`src/rtl/gpio_config_shift_receiver_if.sv`:
```
`default_nettype none
// ============================================================================
// Module      : gpio_config_shift_receiver_if
// Description : Serial configuration chain and live config bundle for one pad.
// Revision    : 1.0 - initial release
// ============================================================================
interface gpio_config_shift_receiver_if #(
  parameter int WIDTH = 10
);
  logic             serial_data_in;
  logic             serial_enable;
  logic             serial_load;
  logic             load_defaults;
  logic             serial_data_out;
  logic [WIDTH-1:0] gpio_config;
  logic             cfg_valid;
  logic             load_done;
  logic             load_error;

  // Housekeeping side drives the strobes and observes the live configuration.
  modport master (
    output serial_data_in, serial_enable, serial_load, load_defaults,
    input  serial_data_out, gpio_config, cfg_valid, load_done, load_error
  );

  modport slave (
    input  serial_data_in, serial_enable, serial_load, load_defaults,
    output serial_data_out, gpio_config, cfg_valid, load_done, load_error
  );
endinterface
`default_nettype wire

```
`src/rtl/gpio_config_shift_receiver.sv`:
```
`default_nettype none
// ============================================================================
// Module      : gpio_config_shift_receiver
// Description : Per-pad GPIO config register; loads defaults, then commits
//               full frames received over the serial configuration chain.
// Revision    : 1.0 - initial release
// ============================================================================
module gpio_config_shift_receiver #(
  parameter int WIDTH = 10
) (
  input  wire logic                        serial_clock,
  input  wire logic                        resetn,
  input  wire logic [WIDTH-1:0]            gpio_defaults,
  gpio_config_shift_receiver_if.slave      bus
);

  localparam int                 c_cnt_w = $clog2(WIDTH + 1);
  localparam logic [c_cnt_w-1:0] c_full  = c_cnt_w'(WIDTH);

  typedef enum logic [1:0] {
    S_INIT  = 2'd0,
    S_IDLE  = 2'd1,
    S_SHIFT = 2'd2,
    S_FULL  = 2'd3
  } state_t;

  state_t             r_state;
  logic [WIDTH-1:0]   r_shift_reg;
  logic [c_cnt_w-1:0] r_bit_cnt;
  logic [WIDTH-1:0]   r_gpio_config;
  logic               r_cfg_valid;
  logic               r_load_done;
  logic               r_load_error;
  logic [c_cnt_w-1:0] w_cnt_next;

  // The count saturates so a pass-through chain never wraps back to "empty".
  assign w_cnt_next = (r_bit_cnt == c_full) ? c_full : r_bit_cnt + 1'b1;

  always_ff @(posedge serial_clock or negedge resetn) begin
    if (!resetn) begin
      r_state       <= S_INIT;
      r_shift_reg   <= '0;
      r_bit_cnt     <= '0;
      r_gpio_config <= '0;
      r_cfg_valid   <= 1'b0;
      r_load_done   <= 1'b0;
      r_load_error  <= 1'b0;
    end else begin
      r_load_done <= 1'b0;
      if (r_state == S_INIT) begin
        r_gpio_config <= gpio_defaults;
        r_cfg_valid   <= 1'b1;
        r_state       <= S_IDLE;
      end else if (bus.load_defaults) begin
        r_gpio_config <= gpio_defaults;
        r_shift_reg   <= '0;
        r_bit_cnt     <= '0;
        r_load_error  <= 1'b0;
        r_state       <= S_IDLE;
      end else if (bus.serial_load) begin
        // A same-cycle shift is dropped so the committed word is the framed one.
        if (r_state == S_FULL) begin
          r_gpio_config <= r_shift_reg;
          r_load_done   <= 1'b1;
          r_load_error  <= 1'b0;
        end else begin
          r_load_error  <= 1'b1;
        end
        r_bit_cnt <= '0;
        r_state   <= S_IDLE;
      end else if (bus.serial_enable) begin
        r_shift_reg <= {r_shift_reg[WIDTH-2:0], bus.serial_data_in};
        r_bit_cnt   <= w_cnt_next;
        if (r_state != S_FULL) begin
          r_state <= (w_cnt_next == c_full) ? S_FULL : S_SHIFT;
        end
      end
    end
  end

  assign bus.serial_data_out = r_shift_reg[WIDTH-1];
  assign bus.gpio_config     = r_gpio_config;
  assign bus.cfg_valid       = r_cfg_valid;
  assign bus.load_done       = r_load_done;
  assign bus.load_error      = r_load_error;

endmodule
`default_nettype wire

```
`src/flat_wrapper.sv`:
```
// flat-port wrapper written by rule: the top's interface ports become plain ports
module gpio_config_shift_receiver_flat 
#(
  parameter int WIDTH = 10
)
  (serial_clock, resetn, gpio_defaults, bus_serial_data_in, bus_serial_enable, bus_serial_load, bus_load_defaults, bus_serial_data_out, bus_gpio_config, bus_cfg_valid, bus_load_done, bus_load_error);
  gpio_config_shift_receiver_if #(.WIDTH(WIDTH)) bus_i ();
  input  wire logic serial_clock;
  input  wire logic resetn;
  input  wire logic [WIDTH-1:0] gpio_defaults;
  input wire logic [$bits(bus_i.serial_data_in)-1:0] bus_serial_data_in;
  input wire logic [$bits(bus_i.serial_enable)-1:0] bus_serial_enable;
  input wire logic [$bits(bus_i.serial_load)-1:0] bus_serial_load;
  input wire logic [$bits(bus_i.load_defaults)-1:0] bus_load_defaults;
  output wire logic [$bits(bus_i.serial_data_out)-1:0] bus_serial_data_out;
  output wire logic [$bits(bus_i.gpio_config)-1:0] bus_gpio_config;
  output wire logic [$bits(bus_i.cfg_valid)-1:0] bus_cfg_valid;
  output wire logic [$bits(bus_i.load_done)-1:0] bus_load_done;
  output wire logic [$bits(bus_i.load_error)-1:0] bus_load_error;
  assign bus_i.serial_data_in = bus_serial_data_in;
  assign bus_i.serial_enable = bus_serial_enable;
  assign bus_i.serial_load = bus_serial_load;
  assign bus_i.load_defaults = bus_load_defaults;
  assign bus_serial_data_out = bus_i.serial_data_out;
  assign bus_gpio_config = bus_i.gpio_config;
  assign bus_cfg_valid = bus_i.cfg_valid;
  assign bus_load_done = bus_i.load_done;
  assign bus_load_error = bus_i.load_error;
  gpio_config_shift_receiver #(.WIDTH(WIDTH)) u_core (.serial_clock(serial_clock), .resetn(resetn), .gpio_defaults(gpio_defaults), .bus(bus_i));
endmodule
```
`config.mk`:
```
export PLATFORM = sky130hd
export DESIGN_NAME = gpio_config_shift_receiver_flat
export DESIGN_NICKNAME = d
export VERILOG_FILES = /design/src/rtl/gpio_config_shift_receiver_if.sv /design/src/rtl/gpio_config_shift_receiver.sv /design/src/flat_wrapper.sv
export SDC_FILE = /design/constraint.sdc
export NUM_CORES = 1
export LEC_CHECK = 0
export CAP_MARGIN = 0
export CORE_UTILIZATION = 50
export CTS_BUF_LIST = sky130_fd_sc_hd__clkbuf_8 sky130_fd_sc_hd__clkbuf_16
export DETAILED_ROUTE_END_ITERATION = 7
export GPL_ROUTABILITY_DRIVEN = 0
export PLACE_DENSITY = 0.78
export SLEW_MARGIN = 10
export SYNTH_ARGS = -nofsm -noshare
export SYNTH_HDL_FRONTEND = slang
export SYNTH_SLANG_ARGS = --single-unit
```
`constraint.sdc`:
```
create_clock -name serial_clock -period 2 [get_ports serial_clock]
set_input_delay 0.4 -clock serial_clock [delete_from_list [all_inputs] [get_ports serial_clock]]
set_output_delay 0.4 -clock serial_clock [all_outputs]
set_load 0.05 [all_outputs]
```
==> results of run 1 <==
-- cell families (layout without fill, tap and decap cells) --
kind of cell,count (synthesis),in the layout,share of synthesized area [%]
simple gates,27,27,11.1
xor+xnor,2,2,1.20
mux,9,9,8.65
fa+ha+maj,2,2,1.71
flops,29,29,49.7
buf+inv,28,61,9.43
compound gates,38,38,18.3
-- worst register-to-register path: cells and delay by family, from the launching register on --
family	cells	cell delay (ns)
flops	1	0.49
mux	1	0.33
compound gates	2	0.71
-- per-stage QoR --
stage | area (um^2) | hold slack, ns
finish | 1870 | 0.475
global route | 1870 | 0.493
CTS | 1870 | 0.477
detailed placement | 1760 | 0.457
global placement | 1760 | 0.452
floorplan | 1460 | 0.104
-- routing by layer --
layer  routed length (um)  GRT usage, %
met1                 1360          27.5
met2                 1460          35.5
met3                  163          5.81
met4                   55          11.5
met5                    0             0
-- Yosys cell counts --
cell                        number  area share (%)
sky130_fd_sc_hd__buf_4           2             1.0
sky130_fd_sc_hd__nand2b_1        1            0.43
sky130_fd_sc_hd__and4b_2         1            0.77
sky130_fd_sc_hd__mux2_2          1            0.77
sky130_fd_sc_hd__a22o_1          4             2.4
sky130_fd_sc_hd__nor3_1          1            0.34
sky130_fd_sc_hd__a22oi_1         6             3.1
sky130_fd_sc_hd__buf_1           1            0.26
sky130_fd_sc_hd__o22ai_1         1            0.43
sky130_fd_sc_hd__and3_1          1            0.43
sky130_fd_sc_hd__buf_6           3             2.3
sky130_fd_sc_hd__clkbuf_1        2            0.51
sky130_fd_sc_hd__o31ai_1         1            0.51
sky130_fd_sc_hd__or2_1           1            0.43
sky130_fd_sc_hd__o311ai_0        1            0.60
sky130_fd_sc_hd__nand3_1         1            0.34
sky130_fd_sc_hd__ha_1            2             1.7
sky130_fd_sc_hd__nor4bb_1        1            0.69
sky130_fd_sc_hd__a2bb2oi_1       1            0.60
sky130_fd_sc_hd__xor2_1          2             1.2
sky130_fd_sc_hd__nor2_1          2            0.51
sky130_fd_sc_hd__a31oi_1         2            0.86
sky130_fd_sc_hd__a211oi_1        2             1.0
sky130_fd_sc_hd__and3b_1         1            0.60
sky130_fd_sc_hd__nand4_1         8             3.4
sky130_fd_sc_hd__o32ai_1         1            0.60
sky130_fd_sc_hd__o21a_1          1            0.51
sky130_fd_sc_hd__a31o_2          2             1.2
sky130_fd_sc_hd__buf_2           2            0.69
sky130_fd_sc_hd__dfrtp_1        29              50
sky130_fd_sc_hd__nor2b_1         2            0.86
sky130_fd_sc_hd__mux2i_1         1            0.69
sky130_fd_sc_hd__o21bai_4        1             1.3
sky130_fd_sc_hd__inv_1          18             4.6
sky130_fd_sc_hd__nand2_1         5             1.3
sky130_fd_sc_hd__and2_1          1            0.43
sky130_fd_sc_hd__o21ai_0        15             5.1
sky130_fd_sc_hd__mux2_4          7             7.2
sky130_fd_sc_hd__nor3b_1         1            0.51
-- how the worst max path moves through the flow --
stage,depth (start not counted),slack (ns),from,endpoint
finish,1,0.13,u_core.bus.gpio_config[6]$_DFFE_PN0P_,bus_gpio_config[6]
floorplan,5,0.53,bus_load_defaults,u_core.bus.gpio_config[6]$_DFFE_PN0P_
global placement,4,0.16,bus_load_defaults,u_core.bus.gpio_config[7]$_DFFE_PN0P_
CTS,1,0.12,u_core.bus.gpio_config[6]$_DFFE_PN0P_,bus_gpio_config[6]
global route,1,0.10,u_core.bus.gpio_config[7]$_DFFE_PN0P_,bus_gpio_config[7]
detailed placement,4,0.12,bus_load_defaults,u_core.bus.gpio_config[6]$_DFFE_PN0P_
-- area by class of cell --
| cell class | count | area [um^2] | area share, % |
|---|---|---|---|
| timing repair buffer | 35 | 335 | 18.0 |
| clock inverter | 1 | 5.00 | 0.268 |
| sequential | 29 | 726 | 38.9 |
| inverter | 18 | 67.6 | 3.62 |
| tap | 31 | 38.8 | 2.08 |
| clock buffer | 7 | 96.3 | 5.16 |
| multi-input combinational | 78 | 597 | 32.0 |
-- power by group through the flow --
stage	Combinational, mW	Clock [mW]	Sequential (mW)
6_report	0.304	0.533	0.644
3_5_place_dp	0.305	0	0.654
2_1_floorplan	0.108	0	0.738
3_3_place_gp	0.300	0	0.652
4_1_cts	0.305	0.543	0.644
5_1_grt	0.325	0.566	0.648
-- cell usage in the layout, fill, tap and decap left out, types with 2 or more instances in the layout --
cell,n
sky130_fd_sc_hd__a31oi_1,2
sky130_fd_sc_hd__inv_1,18
sky130_fd_sc_hd__a22oi_1,6
sky130_fd_sc_hd__a22o_1,4
sky130_fd_sc_hd__a31o_2,2
sky130_fd_sc_hd__nor2_1,2
sky130_fd_sc_hd__dfrtp_1,29
sky130_fd_sc_hd__clkdlybuf4s50_1,29
sky130_fd_sc_hd__ha_1,2
sky130_fd_sc_hd__a211oi_1,2
sky130_fd_sc_hd__xor2_1,2
sky130_fd_sc_hd__clkbuf_8,7
sky130_fd_sc_hd__nor2b_1,2
sky130_fd_sc_hd__mux2_4,7
sky130_fd_sc_hd__nand4_1,8
sky130_fd_sc_hd__buf_4,6
sky130_fd_sc_hd__o21ai_0,15
sky130_fd_sc_hd__nand2_1,5
==> reports/summary.md, run 1 <==
• net switching power of the design: 0.425 mW
• type of the worst setup path: reg -> out
• final-layout setup total negative slack: 0 ns
• TritonCTS clock tree: built
• horizontal die dimension: 56.0 um
• relative contribution of the clock network to total power: 36.0%
• critical path required time: 1.60 ns
• maximum operating frequency: 536 MHz
• share of cells above drive strength 1: 15.5%
• synthesized net count: 153
• endpoint of the most critical register-to-register path: u_core.bus.gpio_config[6]$_DFFE_PN0P_
• cell at the root of the clock tree: sky130_fd_sc_hd__clkbuf_8
• Yosys warning total: 0
• Worst setup SP type: flip-flop
• post-CTS setup buffer count: 0
• end of the worst hold path: u_core.bus.cfg_valid$_DFFE_PN0P_
• total grt overflow: 0
• element type at the critical path end: primary output
• total CTS buffers: 5
• class of the most critical hold timing path: reg -> reg
• Post-Synthesis Cell Area: 1460 um^2
• initial antenna violation count: 0
• initial core utilization: 52.9%
• number of detailed-routing iterations run before antenna repair: 4
• Fill cells: 211
• Final Instance Count excl. Fillers: 199
• peak fanout along the critical path: 2
• vias in the first global route: 1,148
• via density per instance: 5.71
• number of DRC violations after detailed routing: 0
• Post-Place Worst Slack: 0.121 ns
• final antenna diode count: 0
• DPL Wire Length: 2.12 mm
• final setup violating endpoints: 0
• worst path arrival time: 1.47 ns
• share of total power in combinational logic: 20.5%
• post-route setup slack: 0.133 ns
• height of the chip: 56.0 um
• Cells on Worst Hold Path: 1
• final count of hold timing violations: 0
• path depth of the worst reg2reg path: 3
• cell with the biggest individual delay on the critical path: sky130_fd_sc_hd__clkdlybuf4s50_1
• largest clock skew in the final design: 0.00390 ns
• maximum number of pins on one net before global-route repair: 30
• number of buffers inserted by port buffering: 29
• status: completed
• H-tree depth reported by CTS: 2
• internal power: 1.06 mW
• number of max-cap violations: 0
• net switching fraction of the power: 28.7%
• Max rail drop VDD: 0.000623 V
• via total after detailed routing: 1,137
• cell row count: 19
• DP Cell Count: 191
• Wirelength per Cell: 15.3 um
• Worst Min Path Start: u_core.bus.cfg_valid$_DFFE_PN0P_
• #FFs+latches synth: 29
• worst setup slack for register-to-register paths: 0.35 ns
• # clock sinks: 29
• global-route wire length before repair: 5.32 mm
• minimum clock period: 1.87 ns
• library cells used by synthesis: 39
• Total Routed Length: 3.04 mm
• sequential fraction of design power: 43.5%
• worst path buffer plus inverter count: 1
• Slew Limit Fails: 0
• total leakage power: 0.837 nW
• synthesized area per cell: 10.8 um^2
• layout overhead on the synthesized area: 27.8%
• number of violations reported at the end of detailed-routing iteration 0: 57
• list of cells traversed by the critical path: clkdlybuf4s50_1
• insertion delay of the later-clocked pin in the worst-skew pair: 0.28 ns
• number of top-level design ports: 30
• sequential share of the synthesized area: 49.7%
• post-cts sizing count: 0
• total power: 1.48 mW
• Die Outline Area: 3140 um^2
• worst relative slew slack: 66.8%
• CTS Hold Bufs: 0
• synthesized instance count: 135
• family with the most delay on the worst path: buffers and inverters
• core region area: 2760 um^2
• Critical Path Max Stage Delay: 0.81 ns
• count of antenna-violating nets left after detailed routing: 0
• reg2reg start: u_core.r_state[0]$_DFFE_PN0P_
• Clock Pin Slew Worst Setup and Hold Paths: 0.06 ns
• ratio of total power to cell area: 794 nW/um^2
• maximum count of clock buffers along a single path: 2
• unrepaired setup endpoints after global routing: no
• part of the cycle the worst path needs: 93.3%
• Layout Nets: 185
• overall global routing resource usage: 22.2%
• end-of-flow core utilization: 67.6%
• Slew @ Worst Pin: 0.497 ns
Note: power is estimated with default switching activity, not from simulation.
==> inputs of run 2 (changes only) <==
--- a/config.mk
+++ b/config.mk
@@ -11,6 +11,7 @@
 export DETAILED_ROUTE_END_ITERATION = 7
 export GPL_ROUTABILITY_DRIVEN = 0
 export PLACE_DENSITY = 0.78
+export SKIP_LAST_GASP = 1
 export SLEW_MARGIN = 10
 export SYNTH_ARGS = -nofsm -noshare
 export SYNTH_HDL_FRONTEND = slang
==> results of run 2 <==
Final layout, timing and power as in run 1 (identical DEF).
